$ cat config.mk
export PLATFORM = sky130hd
export DESIGN_NAME = b2w_fifo_ctrl
export DESIGN_NICKNAME = d
export VERILOG_FILES = /design/src/rtl/b2w_pkg.sv /design/src/rtl/b2w_rd_stage.sv /design/src/rtl/b2w_fifo_ctrl.sv
export SDC_FILE = /design/constraint.sdc
export NUM_CORES = 1
export LEC_CHECK = 0
export ABC_AREA = 1
export ABC_CLOCK_PERIOD_IN_PS = 8600
export CORE_MARGIN = 3
export CORE_UTILIZATION = 45
export CTS_BUF_LIST = sky130_fd_sc_hd__clkbuf_8 sky130_fd_sc_hd__clkbuf_16
export CTS_CLUSTER_DIAMETER = 150
export DETAILED_ROUTE_END_ITERATION = 7
export PLACE_DENSITY = 0.8
export SLEW_MARGIN = 40
export SYNTH_ARGS = -nofsm -noshare
export SYNTH_HDL_FRONTEND = slang
export SYNTH_HIERARCHICAL = 1
export SYNTH_SLANG_ARGS = --single-unit
$ cat constraint.sdc
create_clock -name CLK -period 8.6 [get_ports CLK]
set_clock_uncertainty 0.1 [all_clocks]
set_input_delay 1.72 -clock CLK [delete_from_list [all_inputs] [get_ports CLK]]
set_output_delay 1.72 -clock CLK [all_outputs]
set_load 0.01 [all_outputs]
$ cat src/rtl/b2w_pkg.sv
// Shared constants and state encoding for the byte-to-word FIFO controller.
package b2w_pkg;

    localparam int unsigned BYTE_AW     = 9;
    localparam int unsigned WORD_AW     = 8;
    localparam int unsigned DEPTH_BYTES = 512;

    typedef enum logic {
        RUN,
        PAD
    } state_e;

endpackage

$ cat src/rtl/b2w_rd_stage.sv
// Word read side: issues port-B reads and holds OUT_VALID for the word on DOB.
module b2w_rd_stage
    import b2w_pkg::*;
(
    input  logic               clk,
    input  logic               rst_n,
    input  logic [WORD_AW:0]   wr_word_ptr,
    input  logic               out_ready,
    output logic [WORD_AW:0]   rd_ptr,
    output logic               out_valid,
    output logic               issue,
    output logic [WORD_AW-1:0] rd_addr
);

    logic [WORD_AW:0] rd_ptr_q, rd_ptr_d;
    logic [WORD_AW:0] words_avail;
    logic             out_valid_q, out_valid_d;

    always_comb begin
        words_avail = wr_word_ptr - rd_ptr_q;
        issue       = (words_avail != '0) & (~out_valid_q | out_ready);
        rd_ptr_d    = rd_ptr_q;
        out_valid_d = out_valid_q;
        if (issue) begin
            rd_ptr_d    = rd_ptr_q + 1'b1;
            out_valid_d = 1'b1;
        end else if (out_ready) begin
            out_valid_d = 1'b0;
        end
    end

    always_ff @(posedge clk or negedge rst_n) begin
        if (!rst_n) begin
            rd_ptr_q    <= '0;
            out_valid_q <= 1'b0;
        end else begin
            rd_ptr_q    <= rd_ptr_d;
            out_valid_q <= out_valid_d;
        end
    end

    assign rd_ptr    = rd_ptr_q;
    assign out_valid = out_valid_q;
    assign rd_addr   = rd_ptr_q[WORD_AW-1:0];

endmodule

$ cat src/rtl/b2w_fifo_ctrl.sv
// Byte-in / 16-bit-word-out FIFO controller around an external 512x8 / 256x16 dual-port RAM.
module b2w_fifo_ctrl #(
    parameter int unsigned DEPTH_BYTES = 512
) (
    input  logic        CLK,
    input  logic        RST_N,
    input  logic [7:0]  IN_DATA,
    input  logic        IN_VALID,
    output logic        IN_READY,
    input  logic        FLUSH,
    output logic        FLUSH_DONE,
    output logic [15:0] OUT_DATA,
    output logic        OUT_VALID,
    input  logic        OUT_READY,
    output logic [9:0]  LEVEL,
    output logic [8:0]  ADDRA,
    output logic [7:0]  DIA,
    output logic        ENA,
    output logic        WEA,
    output logic [7:0]  ADDRB,
    output logic        ENB,
    input  logic [15:0] DOB
);

    import b2w_pkg::*;

    state_e               state_q, state_d;
    logic [BYTE_AW:0]     wr_ptr_q, wr_ptr_d;
    logic                 flush_done_q, flush_done_d;
    logic [WORD_AW:0]     rd_ptr;
    logic                 out_valid;
    logic                 issue;
    logic [WORD_AW-1:0]   rd_addr;
    logic [BYTE_AW:0]     used_bytes;
    logic [BYTE_AW:0]     level;
    logic                 in_ready;
    logic                 accept;
    logic                 pad_wr;

    b2w_rd_stage u_rd_stage (
        .clk         (CLK),
        .rst_n       (RST_N),
        .wr_word_ptr (wr_ptr_q[BYTE_AW:1]),
        .out_ready   (OUT_READY),
        .rd_ptr      (rd_ptr),
        .out_valid   (out_valid),
        .issue       (issue),
        .rd_addr     (rd_addr)
    );

    // The word parked in the output stage stays in LEVEL until it is consumed.
    always_comb begin
        used_bytes = wr_ptr_q - {rd_ptr, 1'b0};
        level      = used_bytes + {{(BYTE_AW-1){1'b0}}, out_valid, 1'b0};
        in_ready   = RST_N & (state_q == RUN) & (level < (BYTE_AW+1)'(DEPTH_BYTES));
        accept     = IN_VALID & in_ready;
        pad_wr     = (state_q == PAD);
        wr_ptr_d   = wr_ptr_q + {{BYTE_AW{1'b0}}, accept | pad_wr};
    end

    // Parity is judged on the pointer after a same-edge byte write.
    always_comb begin
        state_d      = state_q;
        flush_done_d = 1'b0;
        case (state_q)
            RUN: begin
                if (FLUSH) begin
                    if (wr_ptr_d[0]) state_d      = PAD;
                    else             flush_done_d = 1'b1;
                end
            end
            PAD: begin
                state_d      = RUN;
                flush_done_d = 1'b1;
            end
            default: state_d = RUN;
        endcase
    end

    always_ff @(posedge CLK or negedge RST_N) begin
        if (!RST_N) begin
            state_q      <= RUN;
            wr_ptr_q     <= '0;
            flush_done_q <= 1'b0;
        end else begin
            state_q      <= state_d;
            wr_ptr_q     <= wr_ptr_d;
            flush_done_q <= flush_done_d;
        end
    end

    assign IN_READY   = in_ready;
    assign FLUSH_DONE = flush_done_q;
    assign OUT_DATA   = DOB;
    assign OUT_VALID  = out_valid;
    assign LEVEL      = level;
    assign ENA        = accept | pad_wr;
    assign WEA        = accept | pad_wr;
    assign ADDRA      = wr_ptr_q[BYTE_AW-1:0];
    assign DIA        = pad_wr ? '0 : IN_DATA;
    assign ENB        = issue;
    assign ADDRB      = rd_addr;

endmodule

## After elaboration in Yosys (flattened, before gate mapping)

Index checks and enable logic that the tools add are counted.

| cells by class | value |
|---|---|
| mux-type cells | 9 |
| $add $sub $neg | 5 |
| magnitude comparators | 1 |
| reduce and logical (&&, ||, !) cells | 2 |
| bitwise gates (word level) | 8 |

Operator list:

| operator | number |
|---|---|
| $add A10 B1 Y10 | 1 |
| $add A10 B2 Y10 | 1 |
| $lt A10 B10 Y1 const B | 1 |
| $sub A10 B10 Y10 | 1 |
| $add A9 B1 Y9 const B | 1 |
| $reduce_bool A9 Y1 | 1 |
| $sub A9 B9 Y9 | 1 |
| $mux W8 | 1 |
| $mux W1 | 6 |
| $and A1 B1 Y1 | 4 |
| $pmux W1 S2 | 2 |
| $not A1 Y1 | 2 |
| $or A1 B1 Y1 | 2 |
| $reduce_bool A2 Y1 | 1 |

| word-level totals | value |
|---|---|
| flip-flop bits (word level) | 22 |
| input port bits | 29 |
| word-level logic and storage cells | 30 |
| output and inout port bits | 57 |

## Longest topological paths before layout

Gate-level depths: netlist of the first run.

| logic depth | value |
|---|---|
| word-level depth | 10 |
| mapped depth | 18 |
| depth with buffers taken out | 18 |

## Modules after synthesis

The synthesis of the first run kept the hierarchy.

Modules (own cells, without submodules):

| module | seq. area each (µm²) | instances | area an instance (µm²) | cells each |
|---|---|---|---|---|
| b2w_fifo_ctrl | 300.3 | 1 | 1312.5 | 173 |
| b2w_rd_stage | 250.2 | 1 | 1118.6 | 164 |

## Worst setup path after synthesis of the first run

Ideal clock, no wire load.

| path | value |
|---|---|
| kind | flip-flop to output port |
| from | register u_rd_stage.rd_ptr_q[0], in the netlist u_rd_stage/rd_ptr[0] |
| to | output port WEA |
| data arrival time | 2.389 ns |
| path buffers | 2 |
| data required time | 6.780 ns |
| stages on the path, launching flop included | 13 |
| setup slack | 4.391 ns |
| cell sequence | dfrtp_1 > buf_4 > fa_1 > inv_1 > fa_1 > nand2_1 > nand2_1 > nand3_1 > nand3_1 > nand2_2 > nand3_1 > nand2_1 > buf_4 |

| between the ends | value |
|---|---|
| cells in the longest elaborated chain, start to end | 6 |

Ends and longest elaborated chain:

| element | line | RTL |
|---|---|---|
| start, declared | b2w_rd_stage.sv:15 | `logic [WORD_AW:0] rd_ptr_q, rd_ptr_d;` |
| start signal, assigned | b2w_rd_stage.sv:37 | `rd_ptr_q <= rd_ptr_d;` |
| $sub A10 B10 Y10 | b2w_fifo_ctrl.sv:53 | `used_bytes = wr_ptr_q - {rd_ptr, 1'b0};` |
| $add A10 B2 Y10 | b2w_fifo_ctrl.sv:54 | `level = used_bytes + {{(BYTE_AW-1){1'b0}}, out_valid, 1'b0};` |
| via LEVEL[1] | b2w_fifo_ctrl.sv:15 | `output logic [9:0] LEVEL,` |
| $lt A10 B10 Y1 | b2w_fifo_ctrl.sv:55 | `in_ready = RST_N & (state_q == RUN) & (level < (BYTE_AW+1)'(DEPTH_BYTES));` |
| $and A1 B1 Y1 | b2w_fifo_ctrl.sv:55 |  |
| $and A1 B1 Y1 | b2w_fifo_ctrl.sv:56 | `accept = IN_VALID & in_ready;` |
| $or A1 B1 Y1 | n/a |  |
| end, declared | b2w_fifo_ctrl.sv:19 | `output logic WEA,` |

The timed path passes the listed nets, and every way through them passes these cells.

## Worst setup path in the final report of the first run

| path | value |
|---|---|
| from | input port RST_N |
| to | output port ENA |

| between the ends | value |
|---|---|
| cells in the longest elaborated chain, start to end | 4 |

Ends and longest elaborated chain:

| element | line | RTL |
|---|---|---|
| start, declared | b2w_fifo_ctrl.sv:6 | `input logic RST_N,` |
| $and A1 B1 Y1 (2 in series) | b2w_fifo_ctrl.sv:55 |  |
| $and A1 B1 Y1 | b2w_fifo_ctrl.sv:56 |  |
| $or A1 B1 Y1 | b2w_fifo_ctrl.sv:97 | `assign ENA = accept \| pad_wr;` |
| end, declared | b2w_fifo_ctrl.sv:18 | `output logic ENA,` |

No other way between the ends.

==> summary.txt, run 1 <==
Synth
  • Synth Cell Area: 2431 sq um
  • Distinct cells, synth: 33
  • #FFs+latches synth: 22
  • Largest cells by area after synthesis: dfrtp_1 23%, ha_1 13%, nand2_1 12%
  • Mapped Cells: 337
  • Synth area leader: dfrtp_1
  • Share of the synthesized area in the top cell type: 22.65%
  • Mean post-synth cell area: 7.214 sq um
  • Seq/Total Area, Yosys: 22.65%
  • Syn nets: 393
  • Synth warnings: 6

Timing
  • Final min period: 5.212 ns
  • Fin Setup TNS: 0 ns
  • # setup viols final: 0
  • Relative slew slack: 68.75%
  • Pins Over Slew Limit: 0
  • Slew @ Worst Pin: 0.4651 ns
  • Maximum clock rate: 191.8 MHz
  • Period utilization: 60.61%
  • Post-route setup slack: 3.388 ns
  • Unrepaired setup endpoints after global routing: no
  • Hold Fails Final Rpt: 0

GRT
  • Vias in the first global route: 1968
  • Antenna violations before repair: 0
  • First-pass GRT wire length: 8431 um
  • Gr usage total: 16.42%
  • Largest net degree at the start of global routing: 24
  • Congestion Overflow GR: 0

CTS
  • CTS tree: built
  • CTS Hold Bufs: 0
  • Htree depth: 1
  • Postcts setup bufs: 0
  • CTS root buffer: clkbuf_8
  • CTS resizes: 0
  • CTS max path bufs: 2
  • CTS Sinks: 22
  • Clk slew on worst S/H paths: 0.08 ns
  • Worst skew pair latency: 0.26 ns
  • Num CTS Buffers: 3

Pwr
  • Power per cell area: 490.6 nW/um^2
  • Switching pwr: 0.6616 mW
  • Static leakage: 1.520 nW
  • Int Pwr: 0.7367 mW
  • Clock share of power: 6.9%
  • VDD IR max: 0.3270 mV
  • Sw Ratio: 47.32%
  • Reg power frac: 13.8%
  • Logic pwr share: 79.3%

Routing
  • Average routed wire per standard cell: 11.86 um
  • Via density per instance: 4.764
  • Drt first pass iters: 4
  • Via count: 2039
  • Total wire length: 5075 um
  • DR DRC count: 0
  • Max layer used: met4
  • Initial drt markers: 104
  • Met1 WL: 2224 um
  • Routed wl met2: 2370 um
  • Wire length on met3: 446 um
  • Routed Antenna Nets: 0

Critical path
  • Slowest stage delay, CP: 0.56 ns
  • Crit path DAT: 3.39 ns
  • Crit path buf inv count: 4
  • Critical path cell sequence: clkdlybuf4s50_1 > buf_4 > nand2_1 > inv_1 > nand3_1 > nand2_1 > clkdlybuf4s50_1
  • CP required: 6.78 ns
  • Crit path from: RST_N
  • Worst Setup End Kind: output pin
  • Crit Path Max Fanout: 23
  • Startpoint types: input pin
  • Critical path's top delay family: buffers and inverters
  • Worst setup path class: in2out
  • Critical-path top delay cell: clkdlybuf4s50_1
  • Worst reg2reg startpoint: wr_ptr_q[1]$_DFF_PN0_

Floorplanning
  • Core ar.: 5172 sq um
  • Initial Util: 47.00%
  • Chip Height: 79.50 um
  • Row count: 26
  • Die Wd: 79.50 um
  • I/O pins: 86
  • Die Area: 6320 sq um

Place
  • DP HPWL: 4106 um
  • Final GP Congestion: 0.8017
  • Dpl ws: 3.363 ns
  • I/O Buffers: 53

Min path
  • Worst Hold Class: reg2reg
  • Min-delay src: u_rd_stage/rd_ptr[1]$_DFFE_PN0P_

Run
  • Max_cap viols: 0

Final layout
  • Nets: 415
  • Layout area overhead: 17.24%
  • Core Util, Final: 55.10%
  • Fillers: 461
  • Sequential cell area: 550.5 sq um
  • Share of layout cells above drive strength 1: 7.263%
  • N_diodes: 0
  • Area of the multi-input gates: 1355 sq um

Status
  • Outcome: complete, no violations
-- metal layers --
| layer | vias to the layer above | GRT usage (%) |
|---|---|---|
| met2 | 66 | 28.88 |
| met1 | 920 | 19.62 |
| li1 | 1051 | - |
| met3 | 2 | 5.305 |
| met5 | - | 0 |
| met4 | 0 | 2.921 |
-- power by group through the flow --
stage | Combinational, mW | Sequential, mW | Clock, mW
2_1_floorplan | 0.763 | 0.181 | 0
6_report | 1.11 | 0.193 | 0.0964
5_1_grt | 1.24 | 0.200 | 0.0997
4_1_cts | 1.12 | 0.194 | 0.0966
3_3_place_gp | 1.10 | 0.195 | 0
3_5_place_dp | 1.11 | 0.195 | 0
-- placed cells by master, fill, tap and decap left out, drive strengths merged, types with 2 or more instances in the layout --
cell type,n
nand4,3
a21o,2
xor2,17
nand3,35
nor2,24
clkbuf,3
ha,25
nand3b,2
a21oi,6
a31oi,2
xnor2,4
nand2,82
nor3,3
inv,66
dfrtp,22
fa,2
clkdlybuf4s50,53
-- metrics by stage --
stage	area [sq um]	power, mW	std cells	hold WS, ns
2_1_floorplan	2431	0.9439	337	0.4163
3_3_place_gp	2779	1.295	424	0.4569
3_5_place_dp	2779	1.308	424	0.4577
4_1_cts	2850	1.412	428	0.4747
5_1_grt	2850	1.541	428	0.5059
6_report	2850	1.398	428	0.4753
-- cells in the mapped netlist --
library cell / number
nand3_2: 5
dfrtp_1: 22
buf_1: 1
ha_1: 25
a21oi_4: 1
o21a_1: 1
nor2_2: 2
o21bai_1: 1
nand2_2: 3
nor3_2: 2
a21o_2: 1
nor3_1: 1
nor2_4: 2
a21oi_1: 5
inv_2: 2
nand3_1: 29
buf_6: 1
nand3_4: 1
inv_1: 64
xnor2_1: 4
nand3b_1: 2
a21o_1: 1
o21ai_0: 1
nor2_1: 20
nand4_1: 3
nand2_8: 1
xor2_1: 17
buf_4: 35
and2_1: 1
a31oi_1: 2
fa_1: 2
or2_4: 1
nand2_1: 78
-- flip-flops by register name, summed over array words and instances (netlist names) --
name / count
wr_ptr_q: 10
u_rd_stage/rd_ptr: 9
FLUSH_DONE: 1
pad_wr: 1
u_rd_stage/out_valid: 1
-- worst register-to-register path, delay by kind of cell, from the launching register on --
family / cells / cell delay (ns)
buffers and inverters: 2 / 0.18
xor gates and xnor gates: 1 / 0.14
adders and majority gates: 4 / 1.42
DFF: 1 / 0.46
and+or+nand+nor: 10 / 1.14
-- kinds of logic (layout without fill, tap and decap cells) --
logic type               count (synthesis)  in the layout  synth area share, %
AND/OR/NAND/NOR                        151            151                29.95
XOR/XNOR                                21             21                7.565
buffers and inverters                  103            124                21.62
AO/OA/AOI/OAI                           13             13                3.706
adder cells (fa/ha/maj)                 27             27                14.51
flip-flops                              22             22                22.65
-- path summary, 6_finish.rpt --
check                                                   end  slack [ns]  cells past startpoint
max                                                     ENA        3.39                      7
min                        u_rd_stage/rd_ptr[1]$_DFFE_PN0P_        0.48                      2
max reg2reg                           wr_ptr_q[8]$_DFF_PN0_        5.06                     17
min reg2reg                u_rd_stage/rd_ptr[1]$_DFFE_PN0P_        0.48                      2
max in group asynchronous  u_rd_stage/rd_ptr[5]$_DFFE_PN0P_        6.47                      2
min in group asynchronous             wr_ptr_q[0]$_DFF_PN0_        1.70                      2
-- cell type report --
type	instances	share of cell area, %
clock buffers	3	1.449
clock inverters	1	1.054
inverters	66	8.692
multi-input cells	212	47.54
flip-flops and latches	22	19.32
well taps	70	3.073
repair buffers	54	18.88
(Power assumes the default switching activity.)
==> inputs of run 2 (changes only) <==
ABC_CLOCK_PERIOD_IN_PS = 4650   (was 8600)
CORE_UTILIZATION = 42   (was 45)
PLACE_DENSITY = 0.79   (was 0.8)
clock period = 4.65 ns   (was 8.6 ns; I/O delays follow)
==> run 2 against run 1 <==
Effect of this change: first-iteration DRC count is 16% higher; final cell count is 0.23% higher; via count is 0.20% lower; clock-buffer cell count stayed put; global-route usage is 0.70 points higher; non-clock buffer count stayed put; cell area is 0.97% lower; sequential power is 82% higher; total power is 82% higher; core utilization is 4.2 points lower; critical path depth is 5 higher; critical endpoint is now WEA; largest cell class unchanged; highest routed layer unchanged.
==> summary.txt, run 2 (synthesis gave the netlist of run 1 again) <==
Status
  • Outcome: complete, no violations

Final layout
  • Share of layout cells above drive strength 1: 7.003%
  • N_diodes: 0
  • Core Util, Final: 50.95%
  • Design area: 2823 sq um
  • Most common cell after layout, fill and taps aside: nand2_1
  • Nets: 415
  • Fillers: 563
  • Layout area overhead: 16.11%
  • Number of flip-flops in the largest register: 10
  • Largest Register: wr_ptr_q
  • Most frequent cells in the layout: 78 x nand2_1, 64 x inv_1, 53 x clkdlybuf4s50_1

Routing
  • Routed Antenna Nets: 0
  • Via count: 2035
  • Total wire length: 5139 um
  • Initial drt markers: 121
  • Via density per instance: 4.744
  • Drt first pass iters: 4
  • DR DRC count: 0
  • Average routed wire per standard cell: 11.98 um

Timing
  • Unrepaired setup endpoints after global routing: no
  • Post-route setup slack: 0.5612 ns
  • Hold Fails Final Rpt: 0
  • # setup viols final: 0
  • Maximum clock rate: 244.6 MHz
  • Fin Setup TNS: 0 ns
  • Slew @ Worst Pin: 0.4700 ns
  • Period utilization: 87.93%
  • Pins Over Slew Limit: 0
  • Final min period: 4.089 ns
  • Relative slew slack: 68.63%

CTS
  • CTS tree: built
  • CTS root buffer: clkbuf_8
  • Num CTS Buffers: 3
  • Postcts setup bufs: 0
  • CTS Sinks: 22
  • CTS Hold Bufs: 0
  • CTS max path bufs: 2
  • CTS resizes: 0
  • Clk slew on worst S/H paths: 0.08 ns
  • Htree depth: 1
  • Worst skew pair latency: 0.26 ns

Critical path
  • Crit Path Max Fanout: 5
  • Number of cells on the critical path: 12
  • Worst reg2reg startpoint: wr_ptr_q[1]$_DFF_PN0_
  • Worst setup path class: reg2out
  • Startpoint types: register
  • Critical path's top delay family: adder cells
  • Crit path DAT: 3.06 ns
  • Worst Setup End Kind: output pin
  • Slowest stage delay, CP: 0.55 ns
  • R2R depth: 17
  • CP required: 3.62 ns
  • R2r endpoint: wr_ptr_q[8]$_DFF_PN0_
  • Crit path buf inv count: 3
  • Critical path cell sequence: inv_1 > fa_1 > inv_1 > fa_1 > nand2_1 > nand2_1 > nand3_1 > nand3_1 > nand2_2 > nand3_1 > nand2_1 > clkdlybuf4s50_1
  • R2r setup slk: 1.15 ns
  • Critical-path top delay cell: fa_1

GRT
  • Vias in the first global route: 2082
  • Congestion Overflow GR: 0
  • First-pass GRT wire length: 9101 um
  • Gr usage total: 17.12%
  • Antenna violations before repair: 0
  • Largest net degree at the start of global routing: 23

Floorplanning
  • I/O pins: 86
  • Initial Util: 43.88%
  • Core ar.: 5540 sq um
  • Die Wd: 82.08 um
  • Row count: 27
  • Chip Height: 82.08 um
  • Die Area: 6737 sq um

Place
  • Dpl cell area: 2781 sq um
  • Final GP Congestion: 0.8721
  • DP HPWL: 4165 um
  • I/O Buffers: 53
  • Dpl ws: 0.8731 ns

Min path
  • Hold path depth: 1
  • Worst Hold Path EP: wr_ptr_q[8]$_DFF_PN0_
  • Worst Hold Class: reg2reg
  • Min-delay src: wr_ptr_q[8]$_DFF_PN0_

Pwr
  • Static leakage: 1.506 nW
  • Reg power frac: 13.8%
  • Clock share of power: 4.6%
  • Sw Ratio: 48.86%
  • VDD IR max: 0.5655 mV
  • Switching pwr: 1.246 mW
  • Int Pwr: 1.305 mW
  • Logic pwr share: 81.6%
  • Power per cell area: 903.8 nW/um^2
  • Power, Total: 2.551 mW

Run
  • Max_cap viols: 0
[run 2: cell count changes in the layout (fill, tap and decap cells not counted)]
cell,previous run,this run
bufinv_16,1,0
[run 2: cell type report]
| class | instances | area, sq um | area share [%] |
|---|---|---|---|
| multi-input combinational | 212 | 1355 | 48.01 |
| sequential | 22 | 550.5 | 19.50 |
| timing repair buffer | 54 | 538.0 | 19.06 |
| inverter | 66 | 247.7 | 8.777 |
| tap | 72 | 90.09 | 3.191 |
| clock buffer | 3 | 41.29 | 1.463 |
[run 2: worst register-to-register path, delay by kind of cell, from the launching register on]
kind / cells / cell delay (ns)
XOR/XNOR: 1 / 0.14
adder cells (fa/ha/maj): 4 / 1.40
buffers and inverters: 2 / 0.17
flip-flops: 1 / 0.43
AND/OR/NAND/NOR: 10 / 1.16
[run 2: routing by layer]
metal | global-route usage, % | part of all wire [%] | vias to the layer above
li1 | - | - | 1049
met1 | 20.11 | 45 | 911
met2 | 30.45 | 46 | 65
met3 | 5.154 | 7.1 | 10
met4 | 3.821 | 1.8 | 0
met5 | 0 | 0 | -
[run 2: stage by stage]
stage,hold WS [ns],instances
after global placement,0.4746,426
after global routing,0.5278,429
final,0.5004,429
after detailed placement,0.4839,426
after floorplan,0.4163,337
after CTS,0.5052,429
[run 2: worst max path at each step]
stage | slack (ns) | endpoint | start
final | 0.56 | WEA | wr_ptr_q[1]$_DFF_PN0_
after global routing | 0.33 | ENA | wr_ptr_q[1]$_DFF_PN0_
after CTS | 0.53 | ENA | wr_ptr_q[1]$_DFF_PN0_
after detailed placement | 0.87 | ENA | wr_ptr_q[1]$_DFF_PN0_
after global placement | 0.95 | ENA | wr_ptr_q[1]$_DFF_PN0_
after floorplan | 1.23 | WEA | u_rd_stage/rd_ptr[0]$_DFFE_PN0P_
[run 2: power by group through the flow]
stage | sequential, mW | clock [mW] | combinational [mW]
2_1_floorplan | 0.334 | 0 | 1.41
3_3_place_gp | 0.354 | 0 | 2.04
3_5_place_dp | 0.358 | 0 | 2.07
4_1_cts | 0.354 | 0.125 | 2.09
5_1_grt | 0.366 | 0.132 | 2.33
6_report | 0.352 | 0.118 | 2.08
==> inputs of run 3 (changes only) <==
CAP_MARGIN = 30   (was not set)
==> results of run 3 <==
The final DEF is identical to that of run 2; final timing and power are the same.
